[src/rtl/wb_ram_arbiter.sv]
// rtl/wb_ram_arbiter.sv - round-robin Wishbone B3 arbiter for the shared tile RAM port
// A grant is held for a whole cyc tenure; a per-access watchdog turns hung strobes into err.
module wb_ram_arbiter #(
    parameter int NR_MASTERS = 2,
    parameter int TIMEOUT    = 255,
    parameter int CNT_WIDTH  = 8
) (
    input  logic                       clk,
    input  logic                       rst_n,
    input  logic [32*NR_MASTERS-1:0]   m_adr_i_flat,
    input  logic [32*NR_MASTERS-1:0]   m_dat_i_flat,
    input  logic [4*NR_MASTERS-1:0]    m_sel_i_flat,
    input  logic [NR_MASTERS-1:0]      m_cyc_i,
    input  logic [NR_MASTERS-1:0]      m_stb_i,
    input  logic [NR_MASTERS-1:0]      m_we_i,
    output logic [NR_MASTERS-1:0]      m_ack_o,
    output logic [NR_MASTERS-1:0]      m_err_o,
    output logic [31:0]                m_dat_o,
    output logic [31:0]                s_adr_o,
    output logic [31:0]                s_dat_o,
    output logic [3:0]                 s_sel_o,
    output logic                       s_cyc_o,
    output logic                       s_stb_o,
    output logic                       s_we_o,
    input  logic                       s_ack_i,
    input  logic                       s_err_i,
    input  logic [31:0]                s_dat_i,
    output logic [NR_MASTERS-1:0]      grant_o,
    output logic                       timeout_o
);

    localparam int IDX_W = (NR_MASTERS > 1) ? $clog2(NR_MASTERS) : 1;
    localparam logic [CNT_WIDTH-1:0] CNT_LAST = CNT_WIDTH'((TIMEOUT > 0) ? TIMEOUT - 1 : 0);
    localparam logic [CNT_WIDTH-1:0] CNT_MAX  = '1;
    localparam bit WD_EN = (TIMEOUT > 0);

    typedef enum logic {
        ST_IDLE = 1'b0,
        ST_BUSY = 1'b1
    } state_t;

    state_t                  r_state;
    state_t                  w_state_nxt;
    logic [NR_MASTERS-1:0]   r_grant;
    logic [NR_MASTERS-1:0]   w_grant_nxt;
    logic [IDX_W-1:0]        r_gidx;
    logic [IDX_W-1:0]        w_gidx_nxt;
    logic [IDX_W-1:0]        r_rr_ptr;
    logic [IDX_W-1:0]        w_rr_ptr_nxt;
    logic [CNT_WIDTH-1:0]    r_cnt;
    logic [CNT_WIDTH-1:0]    w_cnt_nxt;

    logic                    w_busy;
    logic                    w_req_found;
    logic [IDX_W-1:0]        w_req_idx;
    logic [IDX_W:0]          w_scan;
    logic                    w_g_cyc;
    logic                    w_g_stb;
    logic                    w_g_we;
    logic [31:0]             w_g_adr;
    logic [31:0]             w_g_dat;
    logic [3:0]              w_g_sel;
    logic                    w_pending;
    logic                    w_fire;

    // First requester at or above rr_ptr, wrapping modulo NR_MASTERS.
    always_comb begin
        w_req_found = 1'b0;
        w_req_idx   = '0;
        w_scan      = '0;
        for (int i = 0; i < NR_MASTERS; i++) begin
            w_scan = {1'b0, r_rr_ptr} + (IDX_W+1)'(i);
            if (w_scan >= (IDX_W+1)'(NR_MASTERS)) begin
                w_scan = w_scan - (IDX_W+1)'(NR_MASTERS);
            end
            if (!w_req_found && m_cyc_i[w_scan[IDX_W-1:0]]) begin
                w_req_found = 1'b1;
                w_req_idx   = w_scan[IDX_W-1:0];
            end
        end
    end

    always_comb begin
        w_g_cyc = 1'b0;
        w_g_stb = 1'b0;
        w_g_we  = 1'b0;
        w_g_adr = '0;
        w_g_dat = '0;
        w_g_sel = '0;
        for (int k = 0; k < NR_MASTERS; k++) begin
            if (r_gidx == IDX_W'(k)) begin
                w_g_cyc = m_cyc_i[k];
                w_g_stb = m_stb_i[k];
                w_g_we  = m_we_i[k];
                w_g_adr = m_adr_i_flat[32*k +: 32];
                w_g_dat = m_dat_i_flat[32*k +: 32];
                w_g_sel = m_sel_i_flat[4*k +: 4];
            end
        end
    end

    assign w_busy    = (r_state == ST_BUSY);
    assign w_pending = w_busy && w_g_cyc && w_g_stb && !s_ack_i && !s_err_i;
    // A slave response in the expiry cycle wins over the watchdog.
    assign w_fire    = WD_EN && w_pending && (r_cnt == CNT_LAST);

    assign s_cyc_o   = w_busy & w_g_cyc;
    assign s_stb_o   = w_busy & w_g_cyc & w_g_stb & ~w_fire;
    assign s_we_o    = w_busy & w_g_we;
    assign s_adr_o   = w_busy ? w_g_adr : 32'h0;
    assign s_dat_o   = w_busy ? w_g_dat : 32'h0;
    assign s_sel_o   = w_busy ? w_g_sel : 4'h0;
    assign m_ack_o   = (w_busy && s_ack_i) ? r_grant : '0;
    assign m_err_o   = (w_busy && (s_err_i || w_fire)) ? r_grant : '0;
    assign m_dat_o   = s_dat_i;
    assign grant_o   = r_grant;
    assign timeout_o = w_fire;

    always_comb begin
        w_cnt_nxt = '0;
        if (WD_EN && w_pending && !w_fire) begin
            w_cnt_nxt = (r_cnt == CNT_MAX) ? r_cnt : r_cnt + 1'b1;
        end
    end

    always_comb begin
        w_state_nxt  = r_state;
        w_grant_nxt  = r_grant;
        w_gidx_nxt   = r_gidx;
        w_rr_ptr_nxt = r_rr_ptr;
        case (r_state)
            ST_IDLE: begin
                if (w_req_found) begin
                    w_state_nxt = ST_BUSY;
                    w_gidx_nxt  = w_req_idx;
                    w_grant_nxt = NR_MASTERS'(1) << w_req_idx;
                end
            end
            ST_BUSY: begin
                // Release always passes through IDLE, so no re-grant in this cycle.
                if (!w_g_cyc) begin
                    w_state_nxt  = ST_IDLE;
                    w_grant_nxt  = '0;
                    w_rr_ptr_nxt = (r_gidx == IDX_W'(NR_MASTERS-1)) ? '0 : r_gidx + 1'b1;
                end
            end
            default: begin
                w_state_nxt = ST_IDLE;
                w_grant_nxt = '0;
            end
        endcase
    end

    always_ff @(posedge clk or negedge rst_n) begin
        if (!rst_n) begin
            r_state  <= ST_IDLE;
            r_grant  <= '0;
            r_gidx   <= '0;
            r_rr_ptr <= '0;
            r_cnt    <= '0;
        end else begin
            r_state  <= w_state_nxt;
            r_grant  <= w_grant_nxt;
            r_gidx   <= w_gidx_nxt;
            r_rr_ptr <= w_rr_ptr_nxt;
            r_cnt    <= w_cnt_nxt;
        end
    end

endmodule

[config.mk]
export PLATFORM = sky130hd
export DESIGN_NAME = wb_ram_arbiter
export DESIGN_NICKNAME = d
export VERILOG_FILES = /design/src/rtl/wb_ram_arbiter.sv
export SDC_FILE = /design/constraint.sdc
export NUM_CORES = 1
export LEC_CHECK = 0
export CAP_MARGIN = 30
export CORE_AREA = 2 2 111 113
export DETAILED_ROUTE_END_ITERATION = 8
export DIE_AREA = 0 0 113 115
export GPL_ROUTABILITY_DRIVEN = 0
export GPL_TIMING_DRIVEN = 0
export PLACE_DENSITY = 0.72
export SETUP_SLACK_MARGIN = 0.02
export SLEW_MARGIN = 25
export SYNTH_ARGS = -nofsm -noshare
export SYNTH_HDL_FRONTEND = slang
export SYNTH_SLANG_ARGS = --single-unit
[constraint.sdc]
create_clock -name clk -period 2 [get_ports clk]
set_input_delay 0.6 -clock clk [delete_from_list [all_inputs] [get_ports clk]]
set_output_delay 0.6 -clock clk [all_outputs]
set_load 0.02 [all_outputs]
; ---- Word level (Yosys, flattened, before mapping)
; Index checks and enable logic that the tools add are counted.
[word_totals]
regBits = 13
input_bits = 178
output_inout_bits = 110
word_cells = 74
[classes]
addsub = 5
magnitude_cmp = 4
n_eq_ne = 5
n_shift = 1
n_mux = 30
n_bitwise = 7
n_reduce_logical = 17
[op_table]
columns = cell, n
row1 = $mux W32, 4
row2 = $eq A8 B8 Y1 const B, 2
row3 = $mux W1, 16
row4 = $mux W8, 2
row5 = $logic_and A1 B1 Y1, 9
row6 = $add A8 B1 Y8 const B, 1
row7 = $mux W2, 4
row8 = $mux W4, 2
row9 = $ne A2 B2 Y1 const B, 3
row10 = $reduce_and A2 Y1, 3
row11 = $and A1 B1 Y1, 4
row12 = $logic_not A1 Y1, 4
row13 = $lt A1 B2 Y1 const B, 2
row14 = $pmux W2 S2, 1
row15 = $not A1 Y1, 3
row16 = $add A1 B1 Y2 const B, 1
row17 = $ge A1 B2 Y1 const B, 1
row18 = $ge A2 B2 Y1 const B, 1
row19 = $pmux W1 S2, 1
row20 = $shl A1 B1 Y2 const A, 1
row21 = $sub A1 B1 Y1 const B, 2
row22 = $add A1 B1 Y1 const B, 1
row23 = $logic_or A1 B1 Y1, 1

; ---- Longest topological paths before layout
; Gate-level depths: netlist of the first run.
[depth]
depth_word = 11
mapped_depth = 6

; ---- Least setup slack after synthesis of the first run
; Ideal clock, no wire load.
[synth_timing]
path_kind = input to output
startpoint = in m_stb_i[0]
endpoint = out s_stb_o
arrival_time_ns = 1.660
required_ns = 1.400
slack_ns = -0.260
stages = 4
path_buffers = 0
path_cell_list = nand3b_1 a2111oi_4 and2b_2 a211oi_1
[synth_via]
elab_chain_cells = 7
elab_cells_between_ends = 8
[synth_lines]
columns = element, line_no
row1 = start: declaration, 14  ; input logic [NR_MASTERS-1:0] m_stb_i,
row2 = $mux W1, 91  ; if (r_gidx == IDX_W'(k)) begin
row3 = $logic_and A1 B1 Y1 (3 in a row), 103  ; assign w_pending = w_busy && w_g_cyc && w_g_stb && !s_ack_i && !s_err_i;
row4 = $logic_and A1 B1 Y1, 105  ; assign w_fire = WD_EN && w_pending && (r_cnt == CNT_LAST);
row5 = via timeout_o, 29  ; output logic timeout_o
row6 = $not A1 Y1, 108  ; assign s_stb_o = w_busy & w_g_cyc & w_g_stb & ~w_fire;
row7 = $and A1 B1 Y1, 108
row8 = end: declaration, 23  ; output logic s_stb_o,
; The timed path passes the listed nets, and every way through them passes these cells.

; ---- Worst setup path in the final report of the first run
[layout_timing]
startpoint = reg r_gidx
endpoint = out m_err_o[1]
[layout_via]
elab_chain_cells = 9
elab_cells_between_ends = 10
[layout_lines]
columns = element, line_no
row1 = start: declaration, 46  ; logic [IDX_W-1:0] r_gidx;
row2 = start signal: assignment, 164  ; r_gidx <= w_gidx_nxt;
row3 = $mux W1, 91
row4 = $logic_and A1 B1 Y1, 103
row5 = $logic_and A1 B1 Y1 (*) (3 in a row), 103
row6 = $logic_and A1 B1 Y1 (*), 105
row7 = $logic_or A1 B1 Y1 (*), 114  ; assign m_err_o = (w_busy && (s_err_i || w_fire)) ? r_grant : '0;
row8 = $logic_and A1 B1 Y1 (*), 114
row9 = $mux W2 (*), 114
row10 = end: declaration, 17  ; output logic [NR_MASTERS-1:0] m_err_o,
; Mark *: on every way between the ends. The rest lies on a longest branch, timed or not.

==> flow_summary.ini, run 1 <==
[status]
status = finished with violations
violations = design-rule violations, negative setup slack

[timing]
worst_slack_ns = -0.427
final_hold_viol_count = 0
setup_viol = 72
slew_viol_final = 0
finalCritPeriodShare = 1.21
setup_tns_ns = -5.86
rsz0062_at_grt = true
slew_headroom = 0.588
fmax_mhz = 412
min_period_ns = 2.43
whs_ns = 0.575
finClkSkew_ns = 0.000652
tightest_slew_ns = 0.616

[logic_synthesis]
yosysWarnings = 0
syn_area_per_cell_sq_um = 7.48
synthTopCellsByArea = mux2i_1, dfrtp_1, nor2_1
synth_cell_types = 27
synthArstFlopShare = 1.00
synth_cells = 268
synth-main-ff-cell = dfrtp_1
synth_top_area_frac = 0.350
synth_common_cells = nor2_1, mux2i_1, buf_4
syn-num-nets = 448
ys_seq_elements = 13
synthesis.area_sq_mm = 0.00200
yosysSeqAreaShare = 0.162
synth_edf_count = 0
yosysMostFrequentCell = nor2_1
synth_area_leader_cell = mux2i_1

[power_and_ir_drop]
p_total_mw = 4.51
p_leak_nw = 2.56
power_density_mw_per_mm2 = 853
ir_worst_vdd_v = 0.000338

[detailed_routing]
first_pass_iters = 8
finalWirelength_mm = 11.1
ant_nets = 0
drc = 19
routedWlPerCell_microns = 15.8
drt-initial-drc-count = 153
vias_per_cell = 4.30
via_count = 3020

[clocking]
path_clk_slew_ns = 0.04
cts_root_buf = clkbuf_16
tritoncts = built
cts.sinks = 13
h-tree-depth = 1
ctsLongestPathBuffers = 2
cts_made_buffers = 3
worstSkewPairLatency_ns = 0.24

[placed_design]
dp_cells = 670
portBuffers = 255
dp_hpwl_mm = 8.62
place_ws_ns = -1.47

[cells_and_area]
multiInputGateArea_sq_mm = 0.00142
seq_area_sq_um = 327
fill_cells = 1156
layout-drive-gt1-share = 0.326
area_growth_pct = 164
antenna_cells = 0
final_cells = 703
final_nets = 737

[min_path]
hp-class = register to register
holdPathEnd = grant_o[1]
holdCritStartpoint = r_rr_ptr
whs_path_depth = 2

[critical_path]
cp-end-kind = output pin
crit_path_frequent_cell = buf_6
path_cells = buf_6, nand3_4, a2111oi_4, and2b_2, buf_6, o211a_4, buf_6
crit_start = r_gidx
rr_worst_depth = 6
crit_required_ns = 1.40
max_stage_delay_ns = 0.39
r2r_setup_slack_ns = 0.42
r2r_end = r_cnt[4]
startpoint_type = register
path_max_fanout = 4
worstPathArrival_ns = 1.83
crit_type = register to output pin
reg2reg_from = r_gidx
cp_slowest_cell = a2111oi_4

[grt]
grt_use_total = 0.144
grt_pass1_vias = 2866
grt.overflow.total = 0
grt_pass1_wl_mm = 15.1
antenna_found_initial = 0
grt_max_degree = 14

[floorplan]
fp.dieW_microns = 113
core-area_sq_mm = 0.0118
row_count = 40
initial_utilization = 0.170
dieArea_sq_mm = 0.0130
die_y_microns = 115
io_pins = 288

[flow_run]
maxCapViolCount = 0
==> timing repair <==
action                     CTS  global route
buffers inserted            16             9
setup endpoints to repair   84            76
resized for setup          474            28
gates cloned                 2             5
pin swaps                    7            10
hold buffers                 0             0
==> worst max-delay path, delay by kind of cell (launching register included) <==
family          cells  cell delay [ns]
flops               1             0.36
compound gates      2             0.53
buf+inv             3             0.35
simple gates        2             0.34
==> worst max path at each step <==
stage                       endpoint  slack, ns
after CTS                 m_err_o[1]      -0.44
after floorplan           m_err_o[0]      -0.19
after detailed placement  m_err_o[0]      -1.47
final                     m_err_o[1]      -0.43
after global routing      m_err_o[1]      -0.50
after global placement    m_err_o[0]      -1.44
==> power by group <==
group          internal, mW  switching [mW]  total [mW]
combinational          2.07            1.73        3.80
sequential            0.301          0.0334       0.334
clock                 0.269           0.107       0.376
==> logic make-up (layout without fill, tap and decap cells) <==
kind of cell	Yosys count	count (layout)	share of synthesized area
fa+ha+maj	2	2	0.0125
flops	13	13	0.162
xor+xnor	2	2	0.00874
buf+inv	53	341	0.166
simple gates	109	109	0.230
mux	70	70	0.350
compound gates	19	19	0.0712
==> metrics by stage <==
stage | cell area, sq um | utilization
after floorplan | 2040 | -
after global placement | 4770 | 0.404
after detailed placement | 4770 | 0.404
after CTS | 5090 | 0.431
after global routing | 5290 | 0.448
final | 5290 | 0.448
==> cell usage in the layout (no fill, tap or decap), drive strengths merged, types with 2 or more instances in the layout <==
cell and n:
clkdlybuf4s50 166, buf 142, nor2 81, mux2i 70
clkbuf 20, dfrtp 13, nand2 7, dlygate4sd2 6
and3 5, o21ai 5, nand3 5, a21oi 4
nor3 4, inv 4, a211oi 4, o211a 2
a31oi 2, xnor2 2, nor2b 2, ha 2
dlymetal6s2s 2
==> flip-flops by register name (all words and copies together), names as in the netlist <==
| register | count |
|---|---|
| r_cnt | 8 |
| grant_o | 2 |
| r_gidx | 1 |
| r_rr_ptr | 1 |
| r_state | 1 |
==> routing by layer <==
layer	GRT usage	vias to the layer above	part of all wire
met5	0	-	0
li1	-	1452	-
met2	0.264	171	0.52
met3	0.0242	6	0.078
met1	0.179	1391	0.40
met4	0.0285	0	0.0068
==> area by class of cell <==
type,count,share of cell area
timing repair buffer,286,0.523
multi-input combinational,202,0.269
buffer,47,0.0934
sequential,13,0.0617
tap,147,0.0348
clock buffer,4,0.0149
inverter,4,0.00331
Power figures use the tool's default switching activity.
==> inputs of run 2 (changes only) <==
--- a/config.mk
+++ b/config.mk
@@ -11,9 +11,10 @@
 export DIE_AREA = 0 0 113 115
 export GPL_ROUTABILITY_DRIVEN = 0
 export GPL_TIMING_DRIVEN = 0
+export HOLD_SLACK_MARGIN = 0.05
 export PLACE_DENSITY = 0.72
 export SETUP_SLACK_MARGIN = 0.02
-export SLEW_MARGIN = 25
+export SLEW_MARGIN = 20
 export SYNTH_ARGS = -nofsm -noshare
 export SYNTH_HDL_FRONTEND = slang
 export SYNTH_SLANG_ARGS = --single-unit
==> results of run 2 <==
Same layout as run 1: the final DEF is identical, and so are final timing and power.
==> inputs of run 3 (changes only) <==
--- a/config.mk
+++ b/config.mk
@@ -14,7 +14,7 @@
 export HOLD_SLACK_MARGIN = 0.05
 export PLACE_DENSITY = 0.72
 export SETUP_SLACK_MARGIN = 0.02
-export SLEW_MARGIN = 20
+export SLEW_MARGIN = 30
 export SYNTH_ARGS = -nofsm -noshare
 export SYNTH_HDL_FRONTEND = slang
 export SYNTH_SLANG_ARGS = --single-unit
==> results of run 3 <==
Same layout as run 1: the final DEF is identical, and so are final timing and power.
